--- config.mk ---
export PLATFORM = sky130hd
export DESIGN_NAME = beta_bju_pipe
export DESIGN_NICKNAME = d
export VERILOG_FILES = /design/src/rtl/beta_pkg.sv /design/src/rtl/beta_ras.sv /design/src/rtl/beta_bju_pipe.sv
export SDC_FILE = /design/constraint.sdc
export NUM_CORES = 1
export LEC_CHECK = 0
export CAP_MARGIN = 20
export CORE_MARGIN = 4
export CORE_UTILIZATION = 45
export CTS_CLUSTER_SIZE = 24
export DETAILED_ROUTE_END_ITERATION = 6
export DONT_BUFFER_PORTS = 1
export GPL_ROUTABILITY_DRIVEN = 0
export PLACE_DENSITY = 0.68
export SLEW_MARGIN = 20
export SYNTH_ARGS = -nofsm -noshare
export SYNTH_HDL_FRONTEND = slang
export SYNTH_HIERARCHICAL = 1
export SYNTH_SLANG_ARGS = --single-unit
--- constraint.sdc ---
create_clock -name clk_i -period 9.5 [get_ports clk_i]
set_input_delay 2.85 -clock clk_i [delete_from_list [all_inputs] [get_ports clk_i]]
set_output_delay 2.85 -clock clk_i [all_outputs]
set_load 0.05 [all_outputs]
--- src/rtl/beta_pkg.sv ---
// rtl/beta_pkg.sv - shared BJU types: ALU status, BJU op, RAS hint, PC step
package beta_pkg;

  typedef logic [3:0] exe_alu_status_t;

  typedef enum logic [1:0] {
    BJU_EN_NONE   = 2'b00,
    BJU_EN_BRANCH = 2'b01,
    BJU_EN_JAL    = 2'b10,
    BJU_EN_JALR   = 2'b11
  } exe_bju_en_t;

  typedef struct packed {
    exe_bju_en_t exe_bju_en;
    logic [1:0]  exe_bju_condition_sel;
    logic        exe_bju_condition_neg;
  } exe_bju_op_t;

  typedef enum logic [1:0] {
    BJU_RAS_NONE    = 2'b00,
    BJU_RAS_PUSH    = 2'b01,
    BJU_RAS_POP     = 2'b10,
    BJU_RAS_POPPUSH = 2'b11
  } bju_ras_op_t;

  localparam int BJU_PC_STEP = 4;

endpackage

--- src/rtl/beta_ras.sv ---
// rtl/beta_ras.sv - circular return-address stack with push/pop/poppush
module beta_ras
  import beta_pkg::*;
#(
  parameter int DataWidth = 32,
  parameter int RasDepth  = 4
) (
  input  logic                 clk,
  input  logic                 rst,
  input  logic                 op_valid,
  input  bju_ras_op_t          op,
  input  logic [DataWidth-1:0] push_data,
  output logic [DataWidth-1:0] pop_data,
  output logic                 empty
);

  localparam int PtrW = $clog2(RasDepth);

  logic [DataWidth-1:0] mem [RasDepth];
  logic [PtrW-1:0]      top_ptr;
  logic [PtrW-1:0]      top_idx;
  logic [PtrW-1:0]      wr_idx;
  logic [PtrW:0]        count;
  logic                 do_pop;
  logic                 do_push;

  // top_ptr names the next free slot; the live top sits one below it
  assign top_idx  = top_ptr - PtrW'(1);
  assign empty    = (count == '0);
  assign pop_data = empty ? '0 : mem[top_idx];

  assign do_pop  = op_valid & ~empty & ((op == BJU_RAS_POP) | (op == BJU_RAS_POPPUSH));
  assign do_push = op_valid & ((op == BJU_RAS_PUSH) | (op == BJU_RAS_POPPUSH));
  assign wr_idx  = do_pop ? top_idx : top_ptr;

  always_ff @(posedge clk) begin
    if (do_push) begin
      mem[wr_idx] <= push_data;
    end
  end

  always_ff @(posedge clk) begin
    if (rst) begin
      top_ptr <= '0;
      count   <= '0;
    end else begin
      case ({do_pop, do_push})
        2'b10: begin
          top_ptr <= top_idx;
          count   <= count - 1'b1;
        end
        2'b01: begin
          top_ptr <= top_ptr + PtrW'(1);
          if (count != (PtrW + 1)'(RasDepth)) begin
            count <= count + 1'b1;
          end
        end
        default: begin
        end
      endcase
    end
  end

endmodule

--- src/rtl/beta_bju_pipe.sv ---
// rtl/beta_bju_pipe.sv - one-cycle branch/jump resolver; RAS built under BETA_BJU_RAS_EN
module beta_bju_pipe
  import beta_pkg::*;
#(
  parameter int DataWidth = 32,
  parameter int RasDepth  = 4
) (
  input  logic                 clk_i,
  input  logic                 rst_i,
  input  logic                 req_valid_i,
  output logic                 req_ready_o,
  input  logic [DataWidth-1:0] req_pc_i,
  input  logic [DataWidth-1:0] req_offset_i,
  input  logic [DataWidth-1:0] req_basereg_i,
  input  exe_alu_status_t      req_alu_stat_i,
  input  exe_bju_op_t          req_op_i,
  input  bju_ras_op_t          req_ras_op_i,
  input  logic                 flush_i,
  output logic                 res_valid_o,
  input  logic                 res_ready_i,
  output logic [DataWidth-1:0] res_next_pc_o,
  output logic                 res_taken_o,
  output logic                 res_misalig_o,
  output logic                 res_ras_hit_o
);

  logic [DataWidth-1:0] pc_step;
  logic [DataWidth-1:0] pc_rel;
  logic [DataWidth-1:0] jalr_tgt;
  logic [DataWidth-1:0] target;
  logic                 cond;
  logic                 taken;
  logic                 misalig;
  logic                 accept;
  logic                 ras_hit;

  assign req_ready_o = ~res_valid_o | res_ready_i;
  assign accept      = req_valid_i & req_ready_o;

  assign pc_step  = req_pc_i + DataWidth'(BJU_PC_STEP);
  assign pc_rel   = req_pc_i + req_offset_i;
  assign jalr_tgt = (req_basereg_i + req_offset_i) & ~DataWidth'(1);
  assign cond     = req_alu_stat_i[req_op_i.exe_bju_condition_sel] == ~req_op_i.exe_bju_condition_neg;

  always_comb begin
    target = pc_step;
    taken  = 1'b0;
    case (req_op_i.exe_bju_en)
      BJU_EN_BRANCH: begin
        target = cond ? pc_rel : pc_step;
        taken  = cond;
      end
      BJU_EN_JAL: begin
        target = pc_rel;
        taken  = 1'b1;
      end
      BJU_EN_JALR: begin
        target = jalr_tgt;
        taken  = 1'b1;
      end
      default: begin
      end
    endcase
  end

  assign misalig = |target[1:0];

`ifdef BETA_BJU_RAS_EN
  logic                 ras_update;
  logic [DataWidth-1:0] ras_top;
  logic                 ras_empty;

  // a flushed or misaligned request must leave the stack untouched
  assign ras_update = accept & ~misalig & ~flush_i;

  beta_ras #(
    .DataWidth(DataWidth),
    .RasDepth (RasDepth)
  ) u_ras (
    .clk      (clk_i),
    .rst      (rst_i),
    .op_valid (ras_update),
    .op       (req_ras_op_i),
    .push_data(pc_step),
    .pop_data (ras_top),
    .empty    (ras_empty)
  );

  assign ras_hit = ~misalig & ~ras_empty & (req_op_i.exe_bju_en == BJU_EN_JALR)
                 & ((req_ras_op_i == BJU_RAS_POP) | (req_ras_op_i == BJU_RAS_POPPUSH))
                 & (ras_top == target);
`else
  logic unused_ras_op;
  assign unused_ras_op = ^req_ras_op_i;
  assign ras_hit       = 1'b0;
`endif

  always_ff @(posedge clk_i) begin
    if (rst_i) begin
      res_valid_o   <= 1'b0;
      res_next_pc_o <= '0;
      res_taken_o   <= 1'b0;
      res_misalig_o <= 1'b0;
      res_ras_hit_o <= 1'b0;
    end else if (flush_i) begin
      res_valid_o <= 1'b0;
    end else if (accept) begin
      res_valid_o   <= 1'b1;
      res_next_pc_o <= misalig ? req_pc_i : target;
      res_taken_o   <= taken & ~misalig;
      res_misalig_o <= misalig;
      res_ras_hit_o <= ras_hit;
    end else if (res_ready_i) begin
      res_valid_o <= 1'b0;
    end
  end

endmodule
==> out/results.ini <==
[synthesis]
syn_avg_cell_area_um2 = 7.16
seq_area_frac_synth_pct = 12.1
netlist-cell-type-count = 75
synthFlopType = dfxtp_1
synth_edf_count = 0
synth_nets = 985
synth_warnings = 6
synthesis.area_um2 = 5790
ys_ff_latch = 35
synth_cells = 809
synth-async-reset-ratio_pct = 0

[global_route]
antenna_found_initial = 0
first_global_vias = 5466
grt_pass1_wl_mm = 28.9
met2_usage_pct = 37.8
busiest_layer = met2
gr-total-overflow = 0
grtUsageMet1_pct = 34.6
grt_use_met3_pct = 4.94
grt_max_degree = 39
grt_usage_pct = 24.1

[timing]
fmax_mhz = 162
finalMaxSlewViolations = 0
fin_ws_ps = 3320
slew-limit-headroom_pct = 32.8
rsz0062_at_grt = false
setup_tns_ps = 0
clock-skew-final_ps = 4.32
fin_crit_ps = 6180
setup_viol = 0
hold_viol_final = 0
period_share_pct = 65.0
tightest_slew_ps = 1010

[flow_run]
drv_cap = 0

[critical_path]
crit_family = buffers and inverters
crit_arrival_ps = 3330
r2r_setup_slack_ps = 6490
crit_slowest_cell = inv_1
cp-start-kind = input port
end_kind = output pin
r2r_start = res_valid_o
rr_worst_depth = 8
path_max_fanout = 3
crit_buf_inv = 1
path_class = in2out
required_ps = 6650
reg2reg_to = res_next_pc_o[24]
max_stage_delay_ps = 280
crit_chain = nor2b_1, inv_1

[drt]
wirelength_mm = 18.7
vias = 6040
vias_per_cell = 6.33
drc_errors = 0
dr.pass1.iters = 5
drt_iter0_markers = 598
ant_nets = 0
wl_per_cell_um = 19.6

[place]
placed_area_um2 = 5890
io_buffers = 0
dp_cells = 946
place_ws_ps = 3330
dp_hpwl_mm = 14.8

[clock_tree]
cts_tree = built
clkLatencyLatePin_ps = 280
cts_resized = 0
clockRootBuffer = clkbuf_16
clk_pin_slew_ps = 50
cts.path.max_buffers = 2
clock_sinks = 35
postCtsSetupBuffers = 0
ctsHoldBuffers = 0
numCtsBuffers = 5
htree_levels = 2

[run_status]
outcome = completed

[layout]
layout_commonest_cell = a21oi_1
area_growth_pct = 4.17
fin_area_um2 = 6030
instances_no_fill = 954
fin_nets = 957
drive_gt1_share_pct = 4.60
num_antenna_cells = 0
mostFrequentLayoutCells = a21oi_1 (80), nand2_1 (77), nor2_1 (68)

[pwr]
cellLeakagePower_nw = 2.34
p_total_mw = 0.698
p_per_area_nw_per_um2 = 116
vdd_ir_drop_max_v = 0.0000664

[die]
initial_core_util_pct = 45.9
die-area_um2 = 14700
rows = 41
die_x_um = 121
die_h_um = 121
num_io_pins = 149
core-area_um2 = 12600

[hold_path]
min_path_cells = 2
hold_path_class = reg2reg
hold_path_end = res_next_pc_o[1]
min-delay-start = res_next_pc_o[1]

## flip-flops by register name, indices dropped and copies added, names as in the netlist
register and flops:
res_taken_o 1, res_next_pc_o 32, res_misalig_o 1, res_valid_o 1
## tightest hold or removal path: stages (launching register included)
cell	delay (ps)
dfxtp_1	470
nand2_1	120
a21oi_1	60
## worst max-delay path by stage
stage / from / to / cells past startpoint
floorplan: res_ready_i / req_ready_o / 2
global placement: res_ready_i / req_ready_o / 2
detailed placement: res_ready_i / req_ready_o / 2
CTS: res_ready_i / req_ready_o / 2
global route: res_ready_i / req_ready_o / 2
finish: res_ready_i / req_ready_o / 2
## cell families after synthesis
logic type | count (synthesis) | share of synthesized area [%]
muxes | 8 | 1.64
DFF | 35 | 12.1
buffers and inverters | 60 | 4.11
adders and majority gates | 64 | 14.1
AOI/OAI and AO/OA | 287 | 33.1
and+or+nand+nor | 277 | 23.2
xor gates and xnor gates | 77 | 11.6
other | 1 | 0.0648
## cell type report
cell class,instances,area (µm²)
Clock inverter,1,5.00
Timing Repair Buffer,3,22.5
Tap cell,172,215
Sequential cell,35,701
Multi-Input combinational cell,714,4870
Fill cell,1301,6590
Inverter,22,82.6
Clock buffer,7,133
## power breakdown
| group | leakage, nW | switching (mW) | total, mW | internal (mW) |
|---|---|---|---|---|
| sequential | 0.287 | 0.0482 | 0.206 | 0.158 |
| clock | 0.0679 | 0.0604 | 0.157 | 0.0969 |
| combinational | 1.99 | 0.201 | 0.334 | 0.134 |
## synthesized netlist by cell type, drive strengths merged, types with 3 or more instances
| cell type | n | area share, % |
|---|---|---|
| a211o | 3 | 0.45 |
| a31oi | 8 | 0.86 |
| nand2b | 5 | 0.54 |
| nor3b | 5 | 0.65 |
| nor4 | 3 | 0.32 |
| o21a | 13 | 1.7 |
| and2 | 3 | 0.32 |
| dfxtp | 35 | 12 |
| a21o | 20 | 2.6 |
| and3 | 13 | 1.4 |
| o21bai | 6 | 0.78 |
| a211oi | 11 | 1.7 |
| xor2 | 38 | 5.7 |
| and4 | 7 | 1.1 |
| o211ai | 13 | 1.8 |
| buf | 8 | 0.73 |
| nand3 | 28 | 2.4 |
| xnor2 | 39 | 5.9 |
| nor2 | 68 | 4.4 |
| a31o | 3 | 0.45 |
| clkbuf | 30 | 1.9 |
| nor3 | 30 | 2.6 |
| a221oi | 11 | 1.9 |
| inv | 22 | 1.4 |
| o32ai | 3 | 0.45 |
| ha | 62 | 13 |
| nor2b | 7 | 0.89 |
| o221ai | 8 | 1.2 |
| or3 | 8 | 0.95 |
| o31ai | 5 | 0.73 |
| a222oi | 3 | 0.52 |
| nand4 | 15 | 1.6 |
| a21oi | 84 | 7.5 |
| a221o | 6 | 1.0 |
| o21ai | 68 | 6.0 |
| nand2 | 77 | 5.0 |
| mux2i | 5 | 0.86 |
| o22ai | 4 | 0.43 |
## metrics by stage
step	hold WS [ps]	utilization, %
6_report	689	47.8
5_1_grt	723	47.8
4_1_cts	693	47.8
3_5_place_dp	686	46.7
3_3_place_gp	685	46.7
2_1_floorplan	671	-
## metal layers
| metal | vias up | share of wire, % |
|---|---|---|
| met5 | - | 0 |
| met4 | 0 | 1.5 |
| met3 | 23 | 9.6 |
| met2 | 259 | 44 |
| met1 | 2761 | 45 |
| li1 | 2997 | - |
(Power assumes the default switching activity.)
